$ cat src/rtl/logicnet_input_packer.sv
// logicnet_input_packer
//   Packs a stream of quantized feature codes (FEAT_BITS each) into one
//   OUT_W-bit input vector for the first LogicNet layer.
//
//   Handshake: a transfer happens on a rising edge where valid and ready are
//   both high. s_ready may depend combinationally on m_ready and rst. Once
//   m_valid is high it stays high, and m_data stays stable, until the edge
//   where m_ready is high.
//
// Ports
//   clk, rst    : clock and synchronous active-high reset
//   s_valid/s_ready/s_data/s_last : feature code input stream
//   m_valid/m_ready/m_data        : packed word output (feature 0 in the LSBs)
//   err_short   : one-cycle pulse, s_last seen before NUM_FEAT beats
//   err_long    : one-cycle pulse, NUM_FEAT-th beat seen without s_last
//   sample_cnt  : number of words handed off downstream (wraps)
module logicnet_input_packer #(
  parameter int FEAT_BITS = 2,
  parameter int NUM_FEAT  = 3,
  localparam int OUT_W    = FEAT_BITS * NUM_FEAT
) (
  input  logic                 clk,
  input  logic                 rst,
  input  logic                 s_valid,
  output logic                 s_ready,
  input  logic [FEAT_BITS-1:0] s_data,
  input  logic                 s_last,
  output logic                 m_valid,
  input  logic                 m_ready,
  output logic [OUT_W-1:0]     m_data,
  output logic                 err_short,
  output logic                 err_long,
  output logic [15:0]          sample_cnt
);

  localparam int IW = $clog2(NUM_FEAT);
  localparam logic [IW-1:0] LAST_IDX = IW'(NUM_FEAT - 1);

  logic [IW-1:0]    idx;
  logic [OUT_W-1:0] asm_q;
  logic             at_last;
  logic             accept;
  logic             handoff;
  logic [OUT_W-1:0] merged;

  always_comb begin
    at_last = (idx == LAST_IDX);
    // Only the final beat needs room in the output register; earlier beats
    // go into the assembly register and can always be taken.
    s_ready = !rst && (!at_last || !m_valid || m_ready);
    accept  = s_valid && s_ready;
    handoff = m_valid && m_ready;
    merged  = asm_q;
    merged[(NUM_FEAT-1)*FEAT_BITS +: FEAT_BITS] = s_data;
  end

  always_ff @(posedge clk) begin
    if (rst) begin
      idx        <= '0;
      asm_q      <= '0;
      m_valid    <= 1'b0;
      m_data     <= '0;
      err_short  <= 1'b0;
      err_long   <= 1'b0;
      sample_cnt <= 16'd0;
    end else begin
      err_short <= 1'b0;
      err_long  <= 1'b0;

      if (handoff) begin
        sample_cnt <= sample_cnt + 16'd1;
        m_valid    <= 1'b0;
      end

      if (accept) begin
        if (at_last) begin
          // Completing a word overrides the handoff clear above, so a word
          // handed off and a new word loaded share one edge.
          m_data   <= merged;
          m_valid  <= 1'b1;
          idx      <= '0;
          asm_q    <= '0;
          err_long <= !s_last;
        end else if (s_last) begin
          // Early end of sample: drop the partial word entirely.
          idx       <= '0;
          asm_q     <= '0;
          err_short <= 1'b1;
        end else begin
          asm_q[idx*FEAT_BITS +: FEAT_BITS] <= s_data;
          idx <= idx + IW'(1);
        end
      end
    end
  end

endmodule

$ cat config.mk
export PLATFORM = sky130hd
export DESIGN_NAME = logicnet_input_packer
export DESIGN_NICKNAME = d
export VERILOG_FILES = /design/src/rtl/logicnet_input_packer.sv
export SDC_FILE = /design/constraint.sdc
export NUM_CORES = 1
export LEC_CHECK = 0
export CORE_UTILIZATION = 27
export CTS_CLUSTER_DIAMETER = 200
export CTS_CLUSTER_SIZE = 20
export DETAILED_ROUTE_END_ITERATION = 10
export MAX_ROUTING_LAYER = met4
export PLACE_DENSITY_LB_ADDON = 0.08
export SLEW_MARGIN = 5
export SYNTH_ARGS = -nofsm -noshare
export SYNTH_HDL_FRONTEND = slang
export SYNTH_SLANG_ARGS = --single-unit
$ cat constraint.sdc
create_clock -name clk -period 1.8 [get_ports clk]
set_clock_uncertainty 0.2 [all_clocks]
set_input_delay 0.54 -clock clk [delete_from_list [all_inputs] [get_ports clk]]
set_output_delay 0.54 -clock clk [all_outputs]
set_load 0.005 [all_outputs]
Word-level counts from Yosys, hierarchy flattened
Index checks and enable logic that the tools add are counted.
W data, S select, Z words.
- reduce and logical (&&, ||, !) cells: 12
- muxes and demuxes: 9
- equality and inequality tests: 1
- $add $sub $neg: 3
- bitwise logic cells: 2
- shifts and indexed selects: 2
- operators with widths (cell ; count):
    $neg A3 Y34 ; 1
    $shift A2 B34 Y6 const A ; 1
    $shiftx A2 B34 Y6 ; 1
    $add A16 B1 Y16 const B ; 1
    $mux W6 ; 2
    $bwmux W6 ; 1
    $reduce_or A3 Y1 ; 2
    $logic_not A1 Y1 ; 4
    $mux W1 ; 4
    $mux W2 ; 2
    $logic_and A1 B1 Y1 ; 3
    $add A2 B1 Y2 const B ; 1
    $eq A2 B2 Y1 const B ; 1
    $logic_or A1 B1 Y1 ; 2
    $not A1 Y1 ; 2
    $reduce_and A2 Y1 ; 1
- input bits: 7
- word-level logic and storage cells: 36
- register bits after elaboration: 33

Depth between registers and ports, before layout
Gate-level depths: netlist of the first run.
- word-level depth: 8
- mapped depth: 7

Least setup slack after synthesis of the first run
Ideal clock, no wire load.
- path kind: reg2out
- start: register idx[0]
- end: output port s_ready
- setup slack: -0.063 ns
- path buffers: 1
- arrival: 1.123 ns
- cell stages (with the launch flop): 6
- cell sequence: dfxtp_1 inv_1 ha_1 clkbuf_1 nand3b_1 nor2b_1
- longest elaborated chain between the ends: 5
- ends and longest elaborated chain (element ; line ; source):
    from (decl) ; 39 ; logic [IW-1:0] idx;
    from (signal assigned) ; 91 ; idx <= idx + IW'(1);
    $eq A2 B2 Y1 ; 47 ; at_last = (idx == LAST_IDX);
    $logic_not A1 Y1 ; 50 ; s_ready = !rst && (!at_last || !m_valid || m_ready);
    $logic_or A1 B1 Y1 (2 in a row) ; 50 ;
    $logic_and A1 B1 Y1 ; 50 ;
    to (decl) ; 25 ; output logic s_ready,
No other way between the ends.

Final worst setup path of the first run
Ends and elaborated chain as after synthesis.

==> results of run 1 <==
==> state kept, by name, indices dropped and copies added (netlist names) <==
register    flops
asm_q           4
err_long        1
err_short       1
idx             2
m_data          6
m_valid         1
sample_cnt     16
==> layer usage <==
layer	share of wire (%)	wire, um
met5	0	0
met4	1.5	53
met3	5.2	184
met2	46	1650
met1	47	1660
==> worst max path at each step <==
| stage | endpoint | slack (ns) | depth (start not counted) |
|---|---|---|---|
| global placement | s_ready | -0.74 | 4 |
| CTS | s_ready | -0.14 | 5 |
| detailed placement | s_ready | -0.72 | 4 |
| floorplan | sample_cnt[15]$_SDFFE_PP0P_ | -0.02 | 4 |
| global route | s_ready | -0.15 | 5 |
| finish | s_ready | -0.1 | 5 |
==> cells in the mapped netlist <==
master and instances:
a21oi_1 10, nor4_1 4, xnor2_1 9, nand3_2 1
o31ai_1 1, and4_1 1, nand4_2 1, or4_1 1
nand4_1 3, clkbuf_1 5, dfxtp_1 31, nand4b_1 1
and3_1 3, o41ai_1 1, nor2_1 21, nand2_1 10
ha_1 5, o211ai_1 1, nand3b_1 2, nor3b_1 1
xor2_1 1, or2b_1 1, nand3_1 5, nor4b_1 1
or3_1 5, nor4bb_1 1, or3_4 1, nor2b_1 2
nor3_1 3, inv_1 6, mux2i_1 8, o21ai_0 6
==> cell families (layout without fill, tap and decap cells) <==
group,count (synthesis),count (layout),share of synthesized area [%]
and+or+nand+nor,68,68,27.1
adders and majority gates,5,5,4.58
AOI/OAI and AO/OA,19,19,7.60
DFF,31,31,45.4
buffers and inverters,11,84,3.02
muxes,8,8,5.86
xor gates and xnor gates,10,10,6.41
==> metrics by stage <==
step                      setup TNS, ns  setup WS (ns)
final                           -0.0995        -0.0995
after CTS                        -0.199         -0.137
after global placement           -14.00         -0.736
after floorplan                 -0.0192        -0.0192
after global routing             -0.240         -0.152
after detailed placement         -13.84         -0.725
==> cell type report <==
cell class / instances / area, sq um / share of cell area (%)
multi-input cells: 110 / 826 / 36.2
well taps: 67 / 83.8 / 3.67
flip-flops and latches: 31 / 656 / 28.7
clock buffers: 6 / 82.6 / 3.62
repair buffers: 71 / 606 / 26.5
inverters: 6 / 25.0 / 1.10
clock inverters: 1 / 5.00 / 0.219
==> layout by cell type (no fill, tap or decap), types with 3 or more instances in the layout <==
cell type and instances:
nand4_1 3, buf_4 32, buf_6 8, nand2_1 8, clkdlybuf4s50_1 3, or3_4 4
xnor2_1 9, nor4_1 4, dfxtp_4 5, dlygate4sd2_1 26, dfxtp_1 13, nor3_1 3
nand3_1 4, o21ai_0 3, clkbuf_8 6, a21oi_1 6, a21oi_2 4, mux2i_1 8
inv_1 4, nor2_1 21, dfxtp_2 13, ha_4 3
==> critical path, stage by stage, from the launching register on <==
cell	delay, ns
dfxtp_2	0.32
inv_2	0.07
ha_4	0.13
nand3b_1	0.08
nor2b_2	0.16
buf_2	0.12
==> what timing repair did <==
item,4_1_cts,5_1_grt
resized for setup,70,23
buffers inserted,13,3
pin swaps,8,17
endpoints found under the setup margin,52,13
==> power by group <==
group | switching, mW | leakage [nW] | total (mW) | internal, mW
sequential | 0.00251 | 0.261 | 0.686 | 0.683
clock | 0.249 | 0.0470 | 0.549 | 0.299
combinational | 0.0502 | 0.657 | 0.101 | 0.0512
total | 0.302 | 0.965 | 1.34 | 1.03
==> reports/metrics.yaml, run 1 <==
vdd.ir_drop.worst_mv: 0.290
fin_crit_sh_pct: 106
grtUsageTotal_pct: 14.7
syn-mean-instance-area_sq_um: 8.99
area_delta_synth_final_pct: 67.1
holdPathEnd: "sample_cnt[15]$_SDFFE_PP0P_"
p_total_mw: 1.34
rsz0062_at_grt: "yes"
hp-class: "reg -> reg"
yosys.area.top_type_share_pct: 45.4
reg2regPathDepth: 8
whs_path_depth: 2
diodes: 0
status: "finished, violations left"
cts_max_path_buffers: 2
cts_tree: "done"
worstHoldStart: "sample_cnt[15]$_SDFFE_PP0P_"
drc_errors: 0
utilization_pct: 47.7
cts_buffers: 5
grt.busiest_layer: "met2"
grt_pass1_vias: 1276
path_max_fanout: 2
postCtsHoldBufs: 0
ys_seq_area_share_pct: 45.4
fin_ws_ns: -0.0995
grt_pass1_wl_mm: 5.79
core_area_sq_um: 4790
num_vias: 1323
die-area_sq_um: 5350
root_buffer: "clkbuf_8"
rows: 25
netlist_instances: 152
hold_viol: 0
grt_max_degree: 30
synth_cell_types: 32
violations: "setup timing"
max_slew.worst_pin.slew_ns: 0.336
clk_latency_ns: 0.28
r2r_start: "idx[1]$_SDFFE_PP0N_"
die_h_um: 73.1
crit_path_start: "idx[0]$_SDFFE_PP0N_"
syn-num-nets: 164
dr.first_iter.drc_count: 38
setup_viol_count_final: 1
r2r-end: "asm_q[3]$_SDFFE_PP0P_"
stdcell_count: 292
htree_levels: 2
whs_ns: 0.278
placed_area_sq_um: 1950
numPortBuffers: 32
drt_wl_total_mm: 3.55
ant_nets: 0
final_area_sq_um: 2280
die_w_um: 73.1
fillCellCount: 462
io_pins: 33
critical_path_class: "reg -> out"
drv_cap: 0
dpl.hpwl_mm: 2.37
cp.required_ns: 1.06
path_clk_slew_ns: 0.06
clock_sinks: 31
overflow: 0
via_per_inst: 4.53
synthesis.area_sq_um: 1370
globalplace.congestion: 0.895
endpoint_kind: "output pin"
drive_above_1_share_pct: 40.0
reg2reg_setup_slack_ns: 0.04
dp_cells: 271
max_clock_freq_ghz: 0.526
min_period_ns: 1.90
synthTopCellsByArea: "dfxtp_1 45%, mux2i_1 5.9%, nor2_1 5.8%"
met3_usage_pct: 4.28
fin_nets: 237
drv_slew: 0
synth_seq_cells: 31
ys_warn_count: 0
grt_use_met1_pct: 18.2
synth_top_cell_by_area: "dfxtp_1"
crit_arrival_ns: 1.16
antenna_found_initial: 0
grt_use_met2_pct: 22.3
worstSetupStartpointType: "flip-flop"
first_pass_iters: 4
routedWlPerCell_um: 12.2
relSlewSlack_pct: 77.4
initial_core_util_pct: 28.5
powerDensity_nw_per_um2: 585
p_leak_nw: 0.965
(Power assumes the default switching activity.)
==> run 2: changes to the inputs <==
CORE_UTILIZATION = 30   (was 27)
==> run 2 against run 1 <==
Against the previous run: the flow still finishes with violations (setup timing); wire length down 1.7%; flip-flop and latch count unchanged; combinational power up 12%; critical path type unchanged; critical endpoint unchanged; largest power group unchanged.
==> reports/metrics.yaml, run 2 (synthesis gave the netlist of run 1 again) <==
reg2regPathDepth: 8
io_pins: 33
cts_max_path_buffers: 2
cp_slowest_cell: "dfxtp_2"
fin_nets: 232
fin_crit_sh_pct: 105
area_delta_synth_final_pct: 63.0
swShare_pct: 22.5
globalplace.congestion: 0.816
via_per_inst: 4.86
postCtsHoldBufs: 0
hp-class: "reg -> reg"
power.share.clock_pct: 43.2
pre_cts_slack_ns: -0.746
stdcell_count: 273
cts_buffers: 5
dp_cells: 255
hold_viol: 0
first_pass_iters: 4
critical-path-max-stage-delay_ns: 0.34
die-area_sq_um: 4830
root_buffer: "clkbuf_8"
combinationalPowerShare_pct: 8.0
ant_nets: 0
status: "finished, violations left"
reg2reg_setup_slack_ns: -0.07
drc_errors: 0
diodes: 0
drt_wl_total_mm: 3.49
whs_path_depth: 2
crit_arrival_ns: 1.16
grt_pass1_wl_mm: 5.91
utilization_pct: 51.1
num_vias: 1328
reg_top3: "sample_cnt x16, m_data x6, asm_q x4"
dr.first_iter.drc_count: 56
setup_viol_count_final: 4
rows: 24
violations: "setup timing"
drive_above_1_share_pct: 38.5
antenna_found_initial: 0
core_area_sq_um: 4350
endpoint_kind: "output pin"
p_total_mw: 1.42
clk_latency_ns: 0.28
htree_levels: 2
final_common_cell: "buf_4"
cts_tree: "done"
max_slew.worst_pin.slew_ns: 0.328
fin_ws_ns: -0.0974
layout_common_cells: "28 x buf_4, 26 x dlygate4sd2_1, 21 x nor2_1"
relSlewSlack_pct: 78.1
largest_register_ffs: 16
grtUsageTotal_pct: 15.8
clock_sinks: 31
whs_ns: 0.286
fillCellCount: 426
rsz0062_at_grt: "yes"
intPower_mw: 1.10
path_clk_slew_ns: 0.07
grt_pass1_vias: 1356
p_leak_nw: 0.963
min_period_ns: 1.90
initial_core_util_pct: 31.4
die_h_um: 69.5
vdd.ir_drop.worst_mv: 0.319
crit_chain: "inv_2 -> ha_4 -> nand3b_1 -> nor2b_4 -> buf_2"
dpl.hpwl_mm: 2.38
critical_path_class: "reg -> out"
die_w_um: 69.5
drv_slew: 0
power_switching_mw: 0.318
overflow: 0
worstSetupStartpointType: "flip-flop"
routedWlPerCell_um: 12.8
max_clock_freq_ghz: 0.527
cp.required_ns: 1.06
p_seq_share_pct: 48.8
grt_max_degree: 30
path_max_fanout: 2
drv_cap: 0
powerDensity_nw_per_um2: 636
top_register: "sample_cnt"
numPortBuffers: 32
==> run 2: area by class of cell <==
cell class | instances | area, sq um | area share, %
Sequential cell | 31 | 646 | 29.0
Multi-Input combinational cell | 110 | 838 | 37.6
Tap cell | 52 | 65.1 | 2.92
Timing Repair Buffer | 66 | 556 | 24.9
Inverter | 6 | 22.5 | 1.01
Clock buffer | 8 | 100 | 4.49
==> run 2: path summary, 6_finish.rpt <==
| path | from | end |
|---|---|---|
| setup / recovery | idx[0]$_SDFFE_PP0N_ | s_ready |
| hold / removal | sample_cnt[15]$_SDFFE_PP0P_ | sample_cnt[15]$_SDFFE_PP0P_ |
| setup reg to reg | idx[0]$_SDFFE_PP0N_ | asm_q[2]$_SDFFE_PP0P_ |
| hold reg to reg | sample_cnt[15]$_SDFFE_PP0P_ | sample_cnt[15]$_SDFFE_PP0P_ |
==> run 2: worst max-delay path: cells and delay by family (launching register included) <==
kind | cells | cell delay, ns
adders and majority gates | 1 | 0.15
and+or+nand+nor | 2 | 0.23
DFF | 1 | 0.34
buffers and inverters | 2 | 0.16
==> run 2: layer usage <==
metal | part of all wire [%] | wire length (um) | global-route usage, %
met1 | 46 | 1620 | 18.1
met2 | 47 | 1650 | 25.6
met3 | 4.5 | 157 | 5.09
met4 | 1.7 | 61 | 6.35
met5 | 0 | 0 | -
==> run 2: through the flow <==
step | area, sq um | TNS (ns)
finish | 2230 | -0.267
global route | 2230 | -0.575
global placement | 1930 | -11.98
detailed placement | 1930 | -12.75
CTS | 2120 | -0.253
floorplan | 1380 | -0.0192
==> run 2: power groups by stage <==
stage                     clock network [mW]  logic [mW]  registers [mW]
final                                  0.611       0.113           0.692
after CTS                              0.632      0.0905           0.691
after detailed placement                   0      0.0878           0.708
after global placement                     0      0.0859           0.708
after floorplan                            0      0.0375           0.709
after global routing                   0.661       0.124           0.691
==> run 2: repair_timing <==
| item | CTS | global route |
|---|---|---|
| pin swaps | 3 | 15 |
| resized for setup | 58 | 27 |
| buffers inserted | 11 | 2 |
| setup endpoints to repair | 50 | 17 |
==> run 3: changes to the inputs <==
ABC_CLOCK_PERIOD_IN_PS = 1800   (was default)
PLACE_DENSITY_LB_ADDON = default   (was 0.08)
==> run 3 against run 2 <==
Against the previous run: the run still ends with setup timing left; first-iteration DRC count increased by 8.9%; count of clock-buffer cells in the layout did not move; sequential share of layout area up 0.12 points; total power decreased by 1.5%; worst hold slack gained 0.00081 ns; combinational power fell by 12%; final cell count is 0.73% higher; via count shrank 0.45%; flip-flop and latch count unchanged; non-clock buffer count rose by 2; core utilization grew 0.29 points; critical path type unchanged.
==> reports/metrics.yaml, run 3 (synthesis gave the netlist of run 1 again) <==
status: "finished, violations left"
violations: "setup timing"
fin_ws_ns: -0.105
max_slew.worst_pin.slew_ns: 0.353
layout_common_cells: "29 x buf_4, 27 x dlygate4sd2_1, 21 x nor2_1"
fin_nets: 234
worstHoldStart: "m_data[5]$_SDFFE_PP0P_"
setup_viol_count_final: 1
io_pins: 33
reg_top3: "sample_cnt x16, m_data x6, asm_q x4"
power.share.clock_pct: 43.6
rows: 24
p_seq_share_pct: 49.3
first_pass_iters: 4
vdd.ir_drop.worst_mv: 0.300
whs_ns: 0.287
cts_max_path_buffers: 2
fin_crit_sh_pct: 106
htree_levels: 2
drv_cap: 0
p_total_mw: 1.40
die_w_um: 69.5
num_vias: 1322
combinationalPowerShare_pct: 7.1
postCtsHoldBufs: 0
dr.first_iter.drc_count: 61
p_leak_nw: 0.957
die-area_sq_um: 4830
ant_nets: 0
swShare_pct: 22.2
grt_max_degree: 30
root_buffer: "clkbuf_8"
max_clock_freq_ghz: 0.525
crit_arrival_ns: 1.16
top_register: "sample_cnt"
via_per_inst: 4.81
globalplace.congestion: 0.755
initial_core_util_pct: 31.4
cp.required_ns: 1.06
area_delta_synth_final_pct: 63.9
drv_slew: 0
grt_pass1_wl_mm: 5.75
drive_above_1_share_pct: 37.7
core_area_sq_um: 4350
clock_sinks: 31
min_period_ns: 1.90
diodes: 0
path_max_fanout: 2
worstSetupStartpointType: "flip-flop"
intPower_mw: 1.09
path_clk_slew_ns: 0.07
cts_tree: "done"
clk_latency_ns: 0.28
rsz0062_at_grt: "yes"
routedWlPerCell_um: 12.1
hp-class: "reg -> reg"
dpl.hpwl_mm: 2.14
drt_wl_total_mm: 3.34
cts_buffers: 5
r2r_start: "idx[0]$_SDFFE_PP0N_"
power_switching_mw: 0.310
endpoint_kind: "output pin"
die_h_um: 69.5
antenna_found_initial: 0
grt_pass1_vias: 1317
overflow: 0
hold_viol: 0
largest_register_ffs: 16
relSlewSlack_pct: 76.3
powerDensity_nw_per_um2: 623
utilization_pct: 51.4
grtUsageTotal_pct: 15.5
numPortBuffers: 32
critical_path_class: "reg -> out"
drc_errors: 0
crit_path_start: "idx[0]$_SDFFE_PP0N_"
final_common_cell: "buf_4"
[run 3: changes by cell type in the layout (fill, tap and decap cells not counted), moves of 2 or more]
cell	delta
o21ai_1	-3
a21oi_1	+2
a21oi_2	-2
or3_1	+3
or3_4	-3
o21ai_0	+3
buf_6	+2
dfxtp_4	+2
nand3_4	+2
ha_2	-2
[run 3: critical path, cell delays in order (launching register included)]
cell and delay, ns:
dfxtp_2 0.33, inv_2 0.05, ha_4 0.15, nand3b_1 0.10, nor2b_4 0.15, buf_2 0.11
[run 3: cell type report]
class / instances / area, sq um
Tap cell: 52 / 65.1
Inverter: 6 / 22.5
Fill cell: 405 / 2110
Clock buffer: 8 / 100
Timing Repair Buffer: 68 / 579
Multi-Input combinational cell: 110 / 821
Sequential cell: 31 / 652
[run 3: through the flow]
| step | cells | TNS [ns] | worst slack [ns] | instance area (sq um) |
|---|---|---|---|---|
| floorplan | 152 | -0.0192 | -0.0192 | 1380 |
| global placement | 257 | -11.90 | -0.748 | 1940 |
| detailed placement | 257 | -11.54 | -0.727 | 1940 |
| CTS | 281 | -0.192 | -0.149 | 2190 |
| global route | 275 | -0.242 | -0.156 | 2240 |
| finish | 275 | -0.105 | -0.105 | 2240 |
[run 3: power by group through the flow]
stage,registers [mW],clock network (mW),logic (mW)
6_report,0.688,0.608,0.0992
5_1_grt,0.688,0.648,0.109
4_1_cts,0.688,0.622,0.0893
3_5_place_dp,0.708,0,0.0870
3_3_place_gp,0.708,0,0.0879
2_1_floorplan,0.709,0,0.0375
[run 3: worst paths after layout]
check | to | slack (ns) | cells past startpoint
max | s_ready | -0.10 | 5
min reg2reg | m_data[5]$_SDFFE_PP0P_ | 0.29 | 2
max reg2reg | asm_q[2]$_SDFFE_PP0P_ | 0.04 | 8
min | m_data[5]$_SDFFE_PP0P_ | 0.29 | 2
[run 3: layer usage]
metal	up-vias	GRT usage, %	wire (um)
li1	674	-	-
met1	619	20.9	1740
met2	22	21.7	1420
met3	7	3.05	105
met4	0	8.39	76
met5	-	-	0
[run 3: what timing repair did]
action,in CTS,in global routing
resized for setup,64,23
cloned,0,0
endpoints found under the setup margin,49,16
pin swaps,4,18
setup buffers,17,1
